$ cat src/rtl/vga_tx.sv
// vga_tx: VGA raster timing generator with a ready/valid pixel source and registered video outputs
//
// Ports:
//   pixel_clk     sole clock
//   rst_n         asynchronous active-low reset; its release is synchronised internally
//   en            run enable; low returns to IDLE and abandons the frame
//   pix_data      source pixel {r,g,b}
//   pix_valid     pix_data is valid
//   pix_ready     pixel consumed this cycle (active area while running)
//   underrun_clr  clears the sticky underrun flag (a same-cycle set wins)
//   r, g, b       registered pixel colour, zero outside active video or on a missing pixel
//   hsync, vsync  registered syncs, active low
//   de            registered active-video flag
//   sof           one-cycle start-of-frame pulse, aligned with pixel (0,0)
//   underrun      sticky flag: a pixel was missing during active video
module vga_tx #(
    parameter int HOR_ACT   = 640,
    parameter int HOR_FP    = 16,
    parameter int HOR_SYNC  = 96,
    parameter int HOR_BP    = 48,
    parameter int VERT_ACT  = 480,
    parameter int VERT_FP   = 11,
    parameter int VERT_SYNC = 2,
    parameter int VERT_BP   = 31
) (
    input  logic        pixel_clk,
    input  logic        rst_n,
    input  logic        en,
    input  logic [23:0] pix_data,
    input  logic        pix_valid,
    output logic        pix_ready,
    input  logic        underrun_clr,
    output logic [7:0]  r,
    output logic [7:0]  g,
    output logic [7:0]  b,
    output logic        hsync,
    output logic        vsync,
    output logic        de,
    output logic        sof,
    output logic        underrun
);
    localparam int HTOTAL = HOR_ACT + HOR_FP + HOR_SYNC + HOR_BP;
    localparam int VTOTAL = VERT_ACT + VERT_FP + VERT_SYNC + VERT_BP;
    localparam logic [10:0] H_ACT  = 11'(HOR_ACT);
    localparam logic [10:0] H_SS   = 11'(HOR_ACT + HOR_FP);
    localparam logic [10:0] H_SE   = 11'(HOR_ACT + HOR_FP + HOR_SYNC);
    localparam logic [10:0] H_LAST = 11'(HTOTAL - 1);
    localparam logic [9:0]  V_ACT  = 10'(VERT_ACT);
    localparam logic [9:0]  V_SS   = 10'(VERT_ACT + VERT_FP);
    localparam logic [9:0]  V_SE   = 10'(VERT_ACT + VERT_FP + VERT_SYNC);
    localparam logic [9:0]  V_LAST = 10'(VTOTAL - 1);

    if (HTOTAL > 2047 || VTOTAL > 1023) begin : g_bad_timing
        $error("vga_tx: timing totals exceed the 11-bit/10-bit counter range");
    end

    typedef enum logic {IDLE, RUN} state_t;

    state_t      state_q, state_d;
    logic [1:0]  sync_q;
    logic [10:0] h_cnt_q, h_cnt_d;
    logic [9:0]  v_cnt_q, v_cnt_d;
    logic [23:0] rgb_q, rgb_d;
    logic        hsync_q, hsync_d, vsync_q, vsync_d;
    logic        de_q, de_d, sof_q, sof_d, underrun_q, underrun_d;
    logic        run, rst_ok, h_wrap, v_wrap;

    // two-flop release synchroniser: RUN cannot start until the release has been seen on two edges
    always_ff @(posedge pixel_clk or negedge rst_n) begin
        if (!rst_n) sync_q <= '0;
        else        sync_q <= {sync_q[0], 1'b1};
    end

    assign rst_ok = sync_q[1];

    always_ff @(posedge pixel_clk or negedge rst_n) begin
        if (!rst_n) state_q <= IDLE;
        else        state_q <= state_d;
    end

    always_comb begin
        state_d = (en && rst_ok) ? RUN : IDLE;
    end

    always_comb begin
        run       = (state_q == RUN);
        pix_ready = run && (h_cnt_q < H_ACT) && (v_cnt_q < V_ACT);
    end

    assign h_wrap = (h_cnt_q == H_LAST);
    assign v_wrap = (v_cnt_q == V_LAST);

    // counters sit at zero whenever not running, so entering RUN always starts at (0,0)
    always_comb begin
        h_cnt_d    = '0;
        v_cnt_d    = '0;
        if (run && en) begin
            h_cnt_d = h_wrap ? '0 : h_cnt_q + 11'd1;
            v_cnt_d = h_wrap ? (v_wrap ? '0 : v_cnt_q + 10'd1) : v_cnt_q;
        end
    end

    always_comb begin
        rgb_d      = (pix_ready && pix_valid) ? pix_data : '0;
        de_d       = pix_ready;
        hsync_d    = ~(run && h_cnt_q >= H_SS && h_cnt_q < H_SE);
        vsync_d    = ~(run && v_cnt_q >= V_SS && v_cnt_q < V_SE);
        sof_d      = run && h_cnt_q == '0 && v_cnt_q == '0;
        underrun_d = (pix_ready && !pix_valid) || (underrun_q && !underrun_clr);
    end

    always_ff @(posedge pixel_clk or negedge rst_n) begin
        if (!rst_n) begin
            h_cnt_q    <= '0;
            v_cnt_q    <= '0;
            rgb_q      <= '0;
            hsync_q    <= 1'b1;
            vsync_q    <= 1'b1;
            de_q       <= 1'b0;
            sof_q      <= 1'b0;
            underrun_q <= 1'b0;
        end else begin
            h_cnt_q    <= h_cnt_d;
            v_cnt_q    <= v_cnt_d;
            rgb_q      <= rgb_d;
            hsync_q    <= hsync_d;
            vsync_q    <= vsync_d;
            de_q       <= de_d;
            sof_q      <= sof_d;
            underrun_q <= underrun_d;
        end
    end

    assign {r, g, b} = rgb_q;
    assign hsync     = hsync_q;
    assign vsync     = vsync_q;
    assign de        = de_q;
    assign sof       = sof_q;
    assign underrun  = underrun_q;
endmodule

$ cat config.mk
export PLATFORM = sky130hd
export DESIGN_NAME = vga_tx
export DESIGN_NICKNAME = d
export VERILOG_FILES = /design/src/rtl/vga_tx.sv
export SDC_FILE = /design/constraint.sdc
export NUM_CORES = 1
export LEC_CHECK = 0
export ABC_AREA = 1
export BUFFER_PORTS_ARGS = -buffer_cell sky130_fd_sc_hd__buf_2
export CAP_MARGIN = 40
export CORE_AREA = 2 2 60 84
export CTS_BUF_LIST = sky130_fd_sc_hd__clkbuf_8
export DETAILED_ROUTE_END_ITERATION = 10
export DIE_AREA = 0 0 62 86
export PLACE_DENSITY = 0.85
export SYNTH_ARGS = -nofsm -noshare
export SYNTH_HDL_FRONTEND = slang
export SYNTH_SLANG_ARGS = --single-unit
$ cat constraint.sdc
create_clock -name pixel_clk -period 2.32 [get_ports pixel_clk]
set_clock_uncertainty 0.2 [all_clocks]
set_input_delay 0.348 -clock pixel_clk [delete_from_list [all_inputs] [get_ports pixel_clk]]
set_output_delay 0.348 -clock pixel_clk [all_outputs]
set_load 0.02 [all_outputs]
==> reports/results.ini, run 1 <==
[timing]
finalSetupViolCount=0
hold_viol=0
rsz0062_at_grt=no
maxSlewViolCount=0
max_freq_ghz=0.5029
post-route-period-util_pct=85.71
fin_hold_ws_ns=0.03647
period_needed_ns=1.988
tns_ns=0

[synthesis]
synth_nets=306
synth_area_leaders=dfrtp_1, inv_1, nor2_1
postSynth.asyncResetShare_pct=100.0
yosysUniqueCellTypes=33
synth_area_leader_cell=dfrtp_1
avgSynthCellArea_um2=8.919
ys_ff_latch=53
synth-edff-count=0
yosysSeqAreaShare_pct=54.77
synth_cells=272
synth_area_mm2=0.002426
yosys_warnings=0
ys.flop_type=dfrtp_1
yosys.area.top_type_share_pct=52.60

[finish]
nNetsFinal=368
final_core_util_pct=62.92
num_antenna_cells=0
drive_gt1_share_pct=25.67
syn2layout_area_growth_pct=17.64
fillCellCount=372

[place]
hpwl_mm=3.611
gp_congestion=0.9360
numPortBuffers=58

[clock_network]
cts_max_path_buffers=2
cts_buffers=5
h-tree-depth=2
path_clk_slew_ns=0.09
cts_tree=built
clock-sinks=53
clkLatencyLatePin_ns=0.30
cts_root_buf=clkbuf_8
cts_resized=0

[routing]
drc=0
drt_pass1_iterations=4
vias_per_cell=4.877
routed_wl_mm=4.785
ant_nets=0
drtIter0Drc=86
vias=1936
wl_per_cell_um=12.05

[setup_path]
worst_ep_required_time_ns=1.77
slowest_stage=dfrtp_1
path_cells=nand2_1, inv_1, nand3_1, nand4_1, inv_2, buf_2
crit_fanout=6
end_kind=output port
cp.arrival_ns=1.44
critPathMaxStageDelay_ns=0.45
path_class=reg2out
setup.worst_path.start_class=flop

[global_routing]
grt_usage_pct=19.86
antenna_found_initial=0
grt_pass1_vias=1846
grt_max_degree=25
grt-ovfl-total=0
grt_pass1_wl_mm=7.990

[die]
pin_count=59
num_rows=29
start_util_pct=53.49
die_w_um=62
die_h_um=86
core_area_mm2=0.004536
die_area_mm2=0.005332

[worst_hold_path]
hold_class=in2reg

[power]
p_leak_nw=1.541
vdd_drop_max_uv=518.6
p_per_area_mw_per_mm2=550.3

[outcome]
status=finished clean

[flow_run]
cap_violations=0

==> cell usage after synthesis (3+ instances only) <==
| cell | instances |
|---|---|
| nand2_1 | 35 |
| nand4_1 | 9 |
| inv_2 | 4 |
| nor3_1 | 10 |
| inv_1 | 47 |
| o21ai_1 | 5 |
| xor2_1 | 4 |
| ha_1 | 5 |
| nand3_1 | 14 |
| nor4_1 | 3 |
| nor2_1 | 45 |
| o21ai_0 | 9 |
| dfrtp_1 | 51 |
| a21oi_1 | 3 |
==> cell type report <==
| type | count | area [um^2] | area share, % |
|---|---|---|---|
| clock buffers | 5 | 68.82 | 2.411 |
| repair buffers | 62 | 325.3 | 11.40 |
| multi-input cells | 161 | 843.3 | 29.55 |
| inverters | 51 | 191.4 | 6.708 |
| well taps | 62 | 77.57 | 2.718 |
| clock inverters | 3 | 18.77 | 0.6576 |
| flip-flops and latches | 53 | 1329 | 46.56 |
==> flip-flops by register name (all words and copies together) (netlist names) <==
| signal | count |
|---|---|
| de | 1 |
| h_cnt_q | 11 |
| hsync | 1 |
| rgb_q | 24 |
| run | 1 |
| sof | 1 |
| sync_q | 2 |
| underrun | 1 |
| v_cnt_q | 10 |
| vsync | 1 |
==> timing repair <==
item / in CTS / in global routing
hold buffers: 1 / 1
hold endpoints to repair: 18 / 1
buffers inserted: 0 / 0
==> where the power goes <==
group / internal, mW / total [mW] / switching (mW)
combinational: 0.0445 / 0.126 / 0.0811
clock: 0.209 / 0.497 / 0.288
sequential: 0.941 / 0.948 / 0.00664
total: 1.19 / 1.57 / 0.376
==> per-layer routing <==
| metal | vias to the layer above | global-route usage, % | wire length, um | share of wire [%] |
|---|---|---|---|---|
| li1 | 965 | - | - | - |
| met1 | 906 | 22.97 | 1776 | 37 |
| met2 | 53 | 34.19 | 2666 | 56 |
| met3 | 12 | 3.620 | 200 | 4.2 |
| met4 | 0 | 8.897 | 142 | 3.0 |
| met5 | - | 0 | 0 | 0 |
==> worst paths after layout <==
path                       slack [ns]  cells past startpoint       start    endpoint
max                              0.33                      6  v_cnt_q[6]   pix_ready
min                              0.04                      3          en         run
max reg2reg                      0.47                      6  h_cnt_q[0]  h_cnt_q[9]
min reg2reg                      0.16                      0   sync_q[0]   sync_q[1]
max in group asynchronous        0.93                      3       rst_n  h_cnt_q[5]
min in group asynchronous        0.34                      2       rst_n  v_cnt_q[4]
==> kinds of logic (layout without fill, tap and decap cells) <==
logic type,Yosys count,in the layout,share of synthesized area (%)
buffers and inverters,58,121,10.47
DFF,53,53,54.77
and+or+nand+nor,129,129,25.53
xor gates and xnor gates,4,4,1.444
other,1,1,0.1546
AOI/OAI and AO/OA,22,22,5.054
adders and majority gates,5,5,2.579
==> cells in the final DEF (no fill, tap or decap), types with 3 or more instances in the layout <==
cell type | Yosys | routed
a21oi_1 | 3 | 3
buf_2 | 2 | 58
clkbuf_8 | 0 | 5
dfrtp_1 | 51 | 51
ha_1 | 5 | 5
inv_1 | 47 | 48
inv_2 | 4 | 4
nand2_1 | 35 | 35
nand3_1 | 14 | 14
nand4_1 | 9 | 9
nor2_1 | 45 | 45
nor3_1 | 10 | 10
nor4_1 | 3 | 3
o21ai_0 | 9 | 9
o21ai_1 | 5 | 5
xor2_1 | 4 | 4
==> worst max-delay path, delay by kind of cell, from the launching register on <==
family | cells | cell delay (ns)
flip-flops | 1 | 0.45
buffers and inverters | 3 | 0.35
AND/OR/NAND/NOR | 3 | 0.33
==> per-stage QoR <==
stage	instances	area, um^2	worst slack, ns	power, mW
floorplan	272	2426	0.7986	1.029
global placement	387	2746	0.5282	1.087
detailed placement	387	2746	0.4826	1.091
CTS	396	2844	0.3312	1.575
global route	397	2854	0.2252	1.643
finish	397	2854	0.3316	1.570
No activity file was read; power rests on OpenSTA's default activity.
==> run 2: changes to the inputs <==
Clock period 2.32 ns to 2.3 ns, I/O delays scaled along.
==> reports/results.ini, run 2 (synthesis gave the netlist of run 1 again) <==
[clock_network]
cts_buffers=5  ; unchanged
cts_root_buf=clkbuf_8
clock-sinks=53  ; unchanged
h-tree-depth=2  ; unchanged
cts_max_path_buffers=2  ; unchanged
cts_tree=built
cts_setup_buffers=0  ; unchanged
holdBufCountCts=1  ; unchanged
cts_resized=0  ; unchanged
path_clk_slew_ns=0.10  ; about the same
clkLatencyLatePin_ns=0.30  ; about the same

[die]
num_rows=29  ; unchanged
die_w_um=62  ; unchanged
pin_count=59  ; unchanged
die_area_mm2=0.005332  ; unchanged
core_area_mm2=0.004536  ; unchanged
start_util_pct=53.49  ; unchanged
die_h_um=86  ; unchanged

[routing]
ant_nets=0  ; unchanged
drc=0  ; unchanged
drtIter0Drc=147  ; +71%
routed_wl_mm=4.683  ; -2.1%
drt_pass1_iterations=4  ; unchanged
vias=1920  ; -0.83%
vias_per_cell=4.861  ; -0.32%
wl_per_cell_um=11.86  ; -1.6%

[flow_run]
cap_violations=0  ; unchanged

[timing]
tns_ns=0  ; unchanged
period_needed_ns=1.987
maxSlewViolCount=0  ; unchanged
max_slew.worst_pin.slew_ns=0.5069
post-route-period-util_pct=86.40
max_slew_margin_pct=66.21
max_freq_ghz=0.5032
finalSetupViolCount=0  ; unchanged
hold_viol=0  ; unchanged
rsz0062_at_grt=no
fin_hold_ws_ns=0.02107  ; -0.01540 ns

[outcome]
status=finished clean

[place]
gp_congestion=0.9406  ; +0.49%
numPortBuffers=58  ; unchanged
dp_cells=386  ; -0.26%
hpwl_mm=3.547  ; -1.8%

[power]
p_per_area_mw_per_mm2=561.2  ; +2.0%
p_leak_nw=1.543  ; +0.14%
vdd_drop_max_uv=505.1  ; -2.6%

[finish]
final_common_cell=buf_2
nNetsFinal=366  ; -0.54%
largest_reg_flops=24  ; unchanged
syn2layout_area_growth_pct=17.59  ; about the same
reg_top3=rgb_q x24, h_cnt_q x11, v_cnt_q x10
fillCellCount=381  ; +2.4%
fin_cells=395  ; -0.50%
most-common-layout-cells=buf_2, dfrtp_1, inv_1
regMostFlops=rgb_q
drive_gt1_share_pct=25.83  ; +0.15 points
num_antenna_cells=0  ; unchanged

[setup_path]
worst_ep_required_time_ns=1.75  ; -0.02 ns
crit_fanout=6  ; unchanged
setup.worst_path.start_class=flop
path_class=reg2out
cp.arrival_ns=1.44  ; about the same
end_kind=output port

[global_routing]
grt_usage_pct=20.05  ; +0.20 points
grt_pass1_wl_mm=8.107  ; +1.5%
grt_pass1_vias=1979  ; +7.2%
grt-ovfl-total=0  ; unchanged
grt_max_degree=33  ; +32%
antenna_found_initial=0  ; unchanged

[worst_hold_path]
hold_class=in2reg

run 2: cell types whose count changed in the layout (fill, tap and decap cells not counted):
cell,previous run,this run
clkinv_2,0,1
clkinvlp_4,2,0
clkinv_4,0,2
buf_12,0,1
inv_1,48,47
buf_4,2,0
dlygate4sd3_1,2,1
run 2: layer usage:
layer  vias up  GRT usage [%]  share of wire [%]
met5         -              0                  0
met2        56          33.90                 54
met4         0          10.44                3.5
li1        968              -                  -
met1       879          22.51                 38
met3        17          4.525                4.1
run 2: through the flow:
step	power [mW]	worst slack [ns]	area, um^2	util, %
final	1.601	0.3128	2853	62.90
after global routing	1.665	0.2235	2853	62.90
after CTS	1.616	0.3141	2853	62.90
after detailed placement	1.102	0.4566	2751	60.66
after global placement	1.098	0.5063	2751	60.66
after floorplan	1.038	0.7786	2426	-
run 2: worst max-delay path, cell delays in order (launching register included):
cell     delay [ns]
dfrtp_1        0.45
nand2_1        0.09
inv_1          0.06
nand3_1        0.09
nand4_1        0.15
inv_2          0.12
buf_2          0.17
run 2: area by class of cell:
type                    count  area (um^2)  area share, %
clock buffers               5        68.82          2.412
inverters                  51        191.4          6.711
flip-flops and latches     53         1329          46.58
clock inverters             3        22.52         0.7895
well taps                  62        77.57          2.719
multi-input cells         161        843.3          29.56
repair buffers             60        320.3          11.23
run 2: worst paths after layout:
kind,slack [ns],depth (start not counted),start,end
max in group asynchronous,0.97,3,rst_n,hsync
worst max-delay path,0.31,6,v_cnt_q[6],pix_ready
worst max register to register,0.44,6,h_cnt_q[0],h_cnt_q[9]
worst min register to register,0.17,0,sync_q[0],sync_q[1]
worst min-delay path,0.02,2,underrun_clr,underrun
min in group asynchronous,0.33,2,rst_n,v_cnt_q[3]
run 2: report_power, final:
group	total [mW]	switching, mW	leakage (nW)	internal (mW)
Combinational	0.126	0.0813	0.777	0.0449
Clock	0.518	0.302	0.0481	0.216
Sequential	0.956	0.00674	0.718	0.950
Total	1.60	0.390	1.54	1.21
==> run 3: changes to the inputs <==
Settings changed: CORE_AREA 2 2 60 84 to 2 2 65 91, DIE_AREA 0 0 62 86 to 0 0 67 93, PLACE_DENSITY 0.85 to 0.75.
==> reports/results.ini, run 3 (synthesis gave the netlist of run 1 again) <==
[global_routing]
top_usage_layer=met2
antenna_found_initial=0  ; unchanged
grt_max_degree=36  ; +9.1%
grtUsageMet1_pct=19.07  ; -3.4 points
grt-ovfl-total=0  ; unchanged
grt_usage_pct=16.89  ; -3.2 points
grt_pass1_wl_mm=8.142  ; +0.43%
use_met3_pct=4.212  ; -0.31 points
grt_pass1_vias=1900  ; -4.0%
grtUsageMet2_pct=30.12  ; -3.8 points

[timing]
max_freq_ghz=0.4984  ; -0.96%
period_needed_ns=2.007  ; +0.01936 ns
max_slew_margin_pct=50.31  ; -16 points
maxSlewViolCount=0  ; unchanged
rsz0062_at_grt=no
hold_viol=0  ; unchanged
finalSetupViolCount=0  ; unchanged
post-route-period-util_pct=87.24  ; +0.84 points
tns_ns=0  ; unchanged
max_slew.worst_pin.slew_ns=0.7453  ; +0.2384 ns
fin_hold_ws_ns=0.01210  ; -0.008971 ns

[finish]
largest_reg_flops=24  ; unchanged
most-common-layout-cells=buf_2, dfrtp_1, inv_1
nNetsFinal=367  ; +0.27%
final_core_util_pct=52.44  ; -10 points
regMostFlops=rgb_q
syn2layout_area_growth_pct=17.69  ; about the same
final_common_cell=buf_2
num_antenna_cells=0  ; unchanged
fillCellCount=513  ; +35%
reg_top3=rgb_q x24, h_cnt_q x11, v_cnt_q x10
drive_gt1_share_pct=26.05  ; +0.22 points

[setup_path]
setup.worst_path.start_class=flop
worst_ep_required_time_ns=1.75  ; about the same
critPathMaxStageDelay_ns=0.46  ; about the same
end_kind=output port
worst-r2r-cell-count=6  ; unchanged
crit_fanout=6  ; unchanged
cp.arrival_ns=1.46  ; +0.02 ns
slowest_stage=dfrtp_1
reg2reg_from=h_cnt_q[0]
rrSetupSlack_ns=0.44  ; about the same
path_cells=nand2_1, inv_1, nand3_1, nand4_1, inv_2, buf_2
reg2reg_to=h_cnt_q[9]
path_class=reg2out
crit_end=pix_ready
startpoint=v_cnt_q[6]

[clock_network]
cts_tree=built
clock-sinks=53  ; unchanged
clkLatencyLatePin_ns=0.31  ; about the same
cts_max_path_buffers=2  ; unchanged
cts_root_buf=clkbuf_8
holdBufCountCts=1  ; unchanged
cts_resized=0  ; unchanged
path_clk_slew_ns=0.09  ; about the same
h-tree-depth=2  ; unchanged
cts_buffers=5  ; unchanged
cts_setup_buffers=0  ; unchanged

[routing]
ant_nets=0  ; unchanged
wl_per_cell_um=11.91  ; +0.44%
drtIter0Drc=158  ; +7.5%
vias_per_cell=4.823  ; -0.77%
routed_wl_mm=4.787  ; +2.2%
drt_pass1_iterations=4  ; unchanged
drc=0  ; unchanged
vias=1939  ; +0.99%

[die]
die_area_mm2=0.006231  ; +17%
core_area_mm2=0.005445  ; +20%
pin_count=59  ; unchanged
num_rows=32  ; +10%
die_w_um=67  ; +8.1%
start_util_pct=44.55  ; -8.9 points
die_h_um=93  ; +8.1%

[worst_hold_path]
hold_class=in2reg

[power]
p_leak_nw=1.544  ; about the same
vdd_drop_max_uv=418.5  ; -17%
p_per_area_mw_per_mm2=561.1  ; about the same

[place]
hpwl_mm=3.547  ; about the same
gp_congestion=0.8466  ; -10%
numPortBuffers=58  ; unchanged

[outcome]
status=finished clean

[flow_run]
cap_violations=0  ; unchanged

==> run 3: cell count changes in the layout (fill, tap and decap cells not counted) <==
cell	delta
buf_12	-1
buf_4	+2
==> run 3: power by group <==
part           switching, mW  total (mW)  internal [mW]
clock                  0.305       0.521          0.216
sequential           0.00673       0.956          0.949
combinational         0.0813       0.125         0.0436
total                  0.393        1.60           1.21
==> run 3: through the flow <==
step           cells  instance area (um^2)  setup WS [ns]  total power, mW
2_1_floorplan    272                  2426         0.7786            1.038
3_3_place_gp     393                  2754         0.4939            1.097
3_5_place_dp     393                  2754         0.4326            1.101
4_1_cts          402                  2855         0.3071            1.620
5_1_grt          402                  2855         0.2311            1.678
6_report         402                  2855         0.2935            1.602
==> run 3: layer usage <==
| layer | up-vias | part of all wire, % |
|---|---|---|
| li1 | 970 | - |
| met1 | 888 | 38 |
| met2 | 71 | 53 |
| met3 | 10 | 6.1 |
| met4 | 0 | 2.3 |
| met5 | - | 0 |
==> run 3: how the worst min path moves through the flow <==
stage	startpoint	to	slack, ns	depth (start not counted)
finish	underrun_clr	underrun	0.01	2
global route	underrun_clr	underrun	0.009	2
CTS	underrun_clr	underrun	0.007	2
detailed placement	sync_q[0]	sync_q[1]	0.14	0
global placement	sync_q[0]	sync_q[1]	0.13	0
floorplan	rst_n	de	-0.15	0
==> run 3: area by class of cell <==
class | instances | area, um^2 | share of cell area [%]
tap | 68 | 85.08 | 2.980
clock inverter | 3 | 22.52 | 0.7888
inverter | 51 | 191.4 | 6.705
sequential | 53 | 1329 | 46.54
timing repair buffer | 61 | 315.3 | 11.04
multi-input combinational | 161 | 843.3 | 29.54
clock buffer | 5 | 68.82 | 2.410
==> run 3: worst max-delay path: cells and delay by family (launching register included) <==
kind	cells	cell delay (ns)
flip-flops	1	0.46
buffers and inverters	3	0.35
AND/OR/NAND/NOR	3	0.34
